`src/rtl/spi_reg_ctrl.sv`:
```
// spi_reg_ctrl: decodes SPI register-access frames from spi_slave bytes and owns the register bank.
module spi_reg_ctrl #(
    parameter int          ADDR_W  = 3,
    parameter logic [7:0]  RST_VAL = 8'h00,
    parameter logic [7:0]  RD_ERR  = 8'hEE
) (
    input  logic                     i_clk,
    input  logic                     i_rst_n,
    input  logic                     i_spi_cs,
    input  logic [7:0]               i_rx_data,
    input  logic                     i_rx_done,
    input  logic                     i_tx_done,
    output logic [7:0]               o_tx_data,
    input  logic                     i_loc_we,
    input  logic [ADDR_W-1:0]        i_loc_addr,
    input  logic [7:0]               i_loc_wdata,
    output logic [(8<<ADDR_W)-1:0]   o_regs,
    output logic                     o_wr_strb,
    output logic [ADDR_W-1:0]        o_wr_addr,
    output logic                     o_loc_coll,
    output logic                     o_busy,
    output logic                     o_err
);
    localparam int NREG = 1 << ADDR_W;
    typedef enum logic [1:0] {IDLE, CMD, WRITE, READ} state_t;
    state_t                 state_q, state_d;
    logic [NREG-1:0][7:0]   regs_q, regs_d;
    logic [ADDR_W-1:0]      ptr_q, ptr_d, wr_addr_q;
    logic                   oor_q, oor_d, err_q, err_d;
    logic [7:0]             tx_q, tx_d;
    logic                   s0_q, s1_q, p_q, armed_q, wr_strb_q, coll_q;
    logic [1:0]             v_q;
    logic                   start, stop, spi_we, coll;
    // armed_q only rises once the synchronizer holds a genuinely sampled high CS, so a
    // CS already low when reset releases cannot fake a frame start
    assign start  = armed_q & p_q & ~s1_q;
    assign stop   = ~p_q & s1_q;
    assign spi_we = (state_q == WRITE) && i_rx_done && !oor_q;
    assign coll   = spi_we && i_loc_we && (i_loc_addr == ptr_q);
    assign tx_d   = (state_q == READ) ? (oor_q ? RD_ERR : regs_q[ptr_q]) : 8'h00;
    always_comb begin
        regs_d = regs_q;
        if (i_loc_we && !coll) regs_d[i_loc_addr] = i_loc_wdata;
        if (spi_we) regs_d[ptr_q] = i_rx_data;
    end
    always_comb begin
        state_d = state_q;
        ptr_d   = ptr_q;
        oor_d   = oor_q;
        err_d   = err_q;
        case (state_q)
            IDLE: begin
                state_d = start ? CMD : IDLE;
                err_d   = start ? 1'b0 : err_q;
            end
            CMD: if (i_rx_done) begin
                ptr_d   = i_rx_data[ADDR_W-1:0];
                oor_d   = |i_rx_data[6:ADDR_W];
                err_d   = err_q | (|i_rx_data[6:ADDR_W]);
                state_d = i_rx_data[7] ? READ : WRITE;
            end
            WRITE: ptr_d = i_rx_done ? ptr_q + 1'b1 : ptr_q;
            READ:  ptr_d = i_tx_done ? ptr_q + 1'b1 : ptr_q;
            default: state_d = IDLE;
        endcase
        if (stop) state_d = IDLE;
    end
    always_ff @(posedge i_clk or negedge i_rst_n) begin
        if (!i_rst_n) begin
            s0_q      <= 1'b1;
            s1_q      <= 1'b1;
            p_q       <= 1'b1;
            v_q       <= '0;
            armed_q   <= 1'b0;
            state_q   <= IDLE;
            regs_q    <= {NREG{RST_VAL}};
            ptr_q     <= '0;
            oor_q     <= 1'b0;
            err_q     <= 1'b0;
            tx_q      <= 8'h00;
            wr_strb_q <= 1'b0;
            wr_addr_q <= '0;
            coll_q    <= 1'b0;
        end else begin
            s0_q      <= i_spi_cs;
            s1_q      <= s0_q;
            p_q       <= s1_q;
            v_q       <= {v_q[0], 1'b1};
            armed_q   <= armed_q | (v_q[1] & s1_q);
            state_q   <= state_d;
            regs_q    <= regs_d;
            ptr_q     <= ptr_d;
            oor_q     <= oor_d;
            err_q     <= err_d;
            tx_q      <= tx_d;
            wr_strb_q <= spi_we;
            wr_addr_q <= spi_we ? ptr_q : wr_addr_q;
            coll_q    <= coll;
        end
    end
    assign o_tx_data  = tx_q;
    assign o_regs     = regs_q;
    assign o_wr_strb  = wr_strb_q;
    assign o_wr_addr  = wr_addr_q;
    assign o_loc_coll = coll_q;
    assign o_busy     = state_q != IDLE;
    assign o_err      = err_q;
endmodule
```
`config.mk`:
```
export PLATFORM = sky130hd
export DESIGN_NAME = spi_reg_ctrl
export DESIGN_NICKNAME = d
export VERILOG_FILES = /design/src/rtl/spi_reg_ctrl.sv
export SDC_FILE = /design/constraint.sdc
export NUM_CORES = 1
export LEC_CHECK = 0
export BUFFER_PORTS_ARGS = -buffer_cell sky130_fd_sc_hd__buf_2
export CORE_ASPECT_RATIO = 2
export CORE_MARGIN = 1.5
export CORE_UTILIZATION = 42
export CTS_CLUSTER_SIZE = 40
export DETAILED_ROUTE_END_ITERATION = 10
export GPL_TIMING_DRIVEN = 0
export MAX_ROUTING_LAYER = met4
export PLACE_DENSITY = 0.74
export SYNTH_ARGS = -nofsm -noshare
export SYNTH_HDL_FRONTEND = slang
export SYNTH_SLANG_ARGS = --single-unit
```
`constraint.sdc`:
```
create_clock -name i_clk -period 2.4 [get_ports i_clk]
set_input_delay 0.36 -clock i_clk [delete_from_list [all_inputs] [get_ports i_clk]]
set_output_delay 0.36 -clock i_clk [all_outputs]
set_load 0.03 [all_outputs]
```
### Yosys cells after proc, flatten, opt, wreduce, memory -nomap -nowiden

Cells that the tools add are included.

* bits of input ports: 25
* output and inout port bits: 79
* bits in read-only memories: 0
* memories: 0
* word-level logic and storage cells: 86
* flip-flop bits (word level): 90
* latch bits: 0
* bits in writable memories: 0

* shift operators: 0
* add/sub/neg operators: 1
* div/mod/pow operators: 0
* bitwise logic cells: 8
* equality and inequality tests: 9
* reductions and logical operators: 19
* magnitude comparators: 4
* $mul: 0
* multiplexer cells: 24

Operator list (count)
* 64-bit bitwise mux: 2
* 64-bit two-way mux: 2
* 8-bit demux with 3-bit select: 2
* 8-bit two-way mux: 5
* 8-bit binary-select mux with 3-bit select: 1
* 3-bit two-way mux: 3
* 3-bit case mux with 3 select lines: 1
* 3-bit by 4-bit < comparator with 1-bit output (second input constant): 2
* 2-bit != test (second input constant): 4
* 1-bit logical AND: 7
* 3-bit by 1-bit >= comparator with 1-bit output (second input constant): 2
* 3-bit nonzero test: 2
* 1-bit bitwise AND: 4
* 2-bit equality test (second input constant): 2
* 1-bit two-way mux: 4
* 2-bit two-way mux: 2
* 2-bit case mux with 2 select lines: 1
* 2-bit AND reduction: 2
* 4-bit AND reduction: 1
* 2-bit nonzero test: 2
* 4-bit OR reduction: 1
* 3-bit by 1-bit adder with 3-bit output (second input constant): 1
* 3-bit equality test: 1
* 3-bit != test (second input constant): 1
* 7 further kinds: 10

### Longest topological paths before layout

* word-level depth: 10
* mapped depth: 8
* depth with buffers taken out: 6

### Least setup slack after synthesis

OpenSTA, ideal clock, no wires.

* path type: reg2reg
* start: register state_q[0]
* end: register regs_q, in the netlist o_regs[30]
* data required time: 2263 ps
* cell stages (with the launch flop): 9
* buffers on the path: 2
* arrival: 1763 ps
* period minus slack after synthesis: 1901 ps
* setup time: 137 ps
* slack: 499 ps
* path through: dfrtp_1 inv_1 ha_1 nor4bb_1 buf_2 nand3_1 clkbuf_1 nor2_1 a21oi_1

RTL lines
* from (decl): RTL line 26 `state_t state_q, state_d;`
* from (signal assigned): RTL line 90 `state_q <= state_d;`
* to (signal assigned): RTL line 76 `regs_q <= {NREG{RST_VAL}};`
* to (signal assigned): RTL line 91 `regs_q <= regs_d;`
* to (decl): RTL line 27 `logic [NREG-1:0][7:0] regs_q, regs_d;`

==> results.md <==
* Status: finished, final reports clean
* Top post-synthesis cells by area: dfrtp_1 45%, mux2i_1 14%, mux4_2 7.4%
* Finished Layout Cells at 682
* Commonest non-fill, non-tap cell in the layout: buf_2
* Hold Crit Class: input port to flip-flop
* Post-synth top area share at between 40% and 50%
* Worst Tran Pin Value at 0.7320 ns
* Wire length on met2 at slightly below 8 mm
* RSZ-0062 raised after global routing: yes
* Max Freq at ~440 MHz
* Register bit total from synthesis at 90
* Clk Latency, worst-skew pair at between 0.3 and 0.4 ns
* Synth area leader: dfrtp_1
* Critical Path RT at 2.61 ns
* # setup viols final at 0
* CTS sink cnt at 90
* GRT Residual Overflow at 0
* Design Power at 8.141 mW
* Placer Congestion at 0.8827
* Final Hold Viols at 0
* Post-synth EDFFs at 0
* Yosys warns at 0
* Max-cap violations at 0
* Crit path kind: flip-flop to flip-flop
* Worst hold slack at 0.1130 ns
* Cell area power density at between 1000 and 1500 nW/µm²
* Distinct cell type count after synthesis at 40
* H-tree depth at 3
* Initial Util at 42.94%
* Number of global-route vias before repair at 4153
* Synth Instances at 438
* Largest net degree at the start of global routing at 75
* Crit start category: flip-flop
* Place WS at -0.04012 ns
* Drt pass-1 iters at 4
* Core area at 11290 µm²
* Die height at 154.9 µm
* Worst-path maximum fanout at 10
* Leakage power at 2.469 nW
* DRT met1 WL at ~5.2 mm
* I/O Pins at 104
* Die area at 12230 µm²
* Top Metal Used: met4
* CP Capture Type: flip-flop
* Avg Cell Area, Syn at 11.06 µm²
* Die Width at slightly below 80 µm
* Clock slew at reported path FFs at 0.07 ns
* Fillers at 1053
* Area delta synth->final at 19.29%
* DR vias/cell at 5.780
* Clk buf depth at 2
* Routed vias at 3942
* Placed Instance Area at 5474 µm²
* Met3 wire len at roughly 740 µm
* Arrival @ worst endpoint at 2.47 ns
* WL per Instance at 21.77 µm
* Final Skew at 0.005851 ns
* Max-slew violations at 0
* Post-synthesis sequential area ratio at between 40% and 50%
* Root buf cell: clkbuf_16
* WL final at ~15 mm
* Post-route setup slack at 0.1449 ns
* 1st-iter DRT viols at 279
* Initial antenna violation count at 0
* Most frequent cells in the layout: 89 x buf_2, 87 x dfrtp_1, 74 x nor2_1, 68 x mux2i_1, 67 x a21oi_1
* Top FF cell, synth: dfrtp_1
* Port Buf Inserts at 84
* Core Rows at 55
* First-pass GRT wire length at 22.85 mm
* Dpl cells at 665
* Peak VDD IR at 0.6236 mV
* Final Instance Area at 5781 µm²
* Net Count, Synth at 468
* Async S/R FF share, synth at 100.0%
* Diodes inserted at 0
* Fraction of final layout cells with drive strength greater than 1 at 29.44%
* Antenna-violating nets left at 0
* NumNets Final at 565
* Total negative setup slack at 0 ns
* Tcrit/Tclk final at a little over nine tenths
* Num CTS Buffers at 9
* Min Tclk post-route at 2.255 ns
* Mapped Area at 4846 µm²
* Relative slew slack at 51.20%
* DP Wirelength at 10.66 mm
* GRT Util Overall at 26.07%
* CTS tree: done
* Final Core Density at between 50 and 60%
* Setup bufs post-CTS at 0
* Post-route DRC violation count at 0
[state kept, by name, indices dropped and copies added, names as in the netlist]
| signal | flops |
|---|---|
| o_loc_coll | 1 |
| oor_q | 1 |
| s1_q | 1 |
| o_wr_addr | 3 |
| ptr_q | 3 |
| s0_q | 1 |
| p_q | 1 |
| o_wr_strb | 1 |
| armed_q | 1 |
| v_q | 2 |
| state_q | 2 |
| o_tx_data | 8 |
| o_err | 1 |
| o_regs | 64 |
[power by group]
group	internal [mW]	switching, mW
logic	1.54	2.65
registers	2.12	0.523
clock network	0.708	0.610
[worst paths after layout]
kind,startpoint,to,slack (ns),cells past startpoint
setup / recovery,state_q[0],o_regs[46],0.14,8
hold / removal,i_spi_cs,s0_q,0.11,1
setup reg to reg,state_q[0],o_regs[46],0.14,8
hold reg to reg,s0_q,s1_q,0.36,0
max in group asynchronous,i_rst_n,o_regs[26],1.31,3
min in group asynchronous,i_rst_n,o_regs[41],0.42,2
[cells by family (layout without fill, tap and decap cells)]
family | Yosys count | after routing | synth area share, %
other cells | 1 | 1 | 0.07739
simple gates | 113 | 113 | 10.66
buf+inv | 42 | 144 | 4.002
compound gates | 93 | 93 | 12.99
fa+ha+maj | 5 | 5 | 1.291
flops | 90 | 90 | 46.55
mux | 91 | 91 | 23.11
xor+xnor | 3 | 3 | 1.317
[worst max-delay path: stages (launching register included)]
cell      delay, ns
dfrtp_1        0.42
inv_1          0.10
ha_1           0.24
and4b_1        0.22
buf_2          0.31
nand2_1        0.30
clkbuf_2       0.32
nor2_1         0.14
a21oi_1        0.06
[metal layers]
metal / vias up / GRT usage [%]
met5: - / -
met4: 0 / 18.88
met3: 50 / 4.575
met2: 180 / 43.76
met1: 1964 / 26.90
li1: 1748 / -
[cell usage after synthesis (all sizes together) (6+ instances only)]
cell type  number
o21a            6
dfrtp          87
a31oi           8
a21oi          67
clkbuf         16
mux4           16
nand2          17
mux2            7
mux2i          68
nor2           74
buf            22
[cell type report]
type / instances / area (µm²) / area share, %
well taps: 142 / 177.7 / 3.074
multi-input cells: 306 / 2406 / 41.62
inverters: 4 / 15.01 / 0.2597
clock buffers: 11 / 232.7 / 4.026
clock inverters: 5 / 40.04 / 0.6926
plain buffers: 38 / 192.7 / 3.333
flip-flops and latches: 90 / 2256 / 39.03
repair buffers: 86 / 460.4 / 7.965
[repair_timing]
action	CTS	global route
resized for setup	3	18
gates cloned	0	0
hold buffers	1	0
hold endpoints to repair	13	0
endpoints found under the setup margin	8	46
Power figures use the tool's default switching activity.
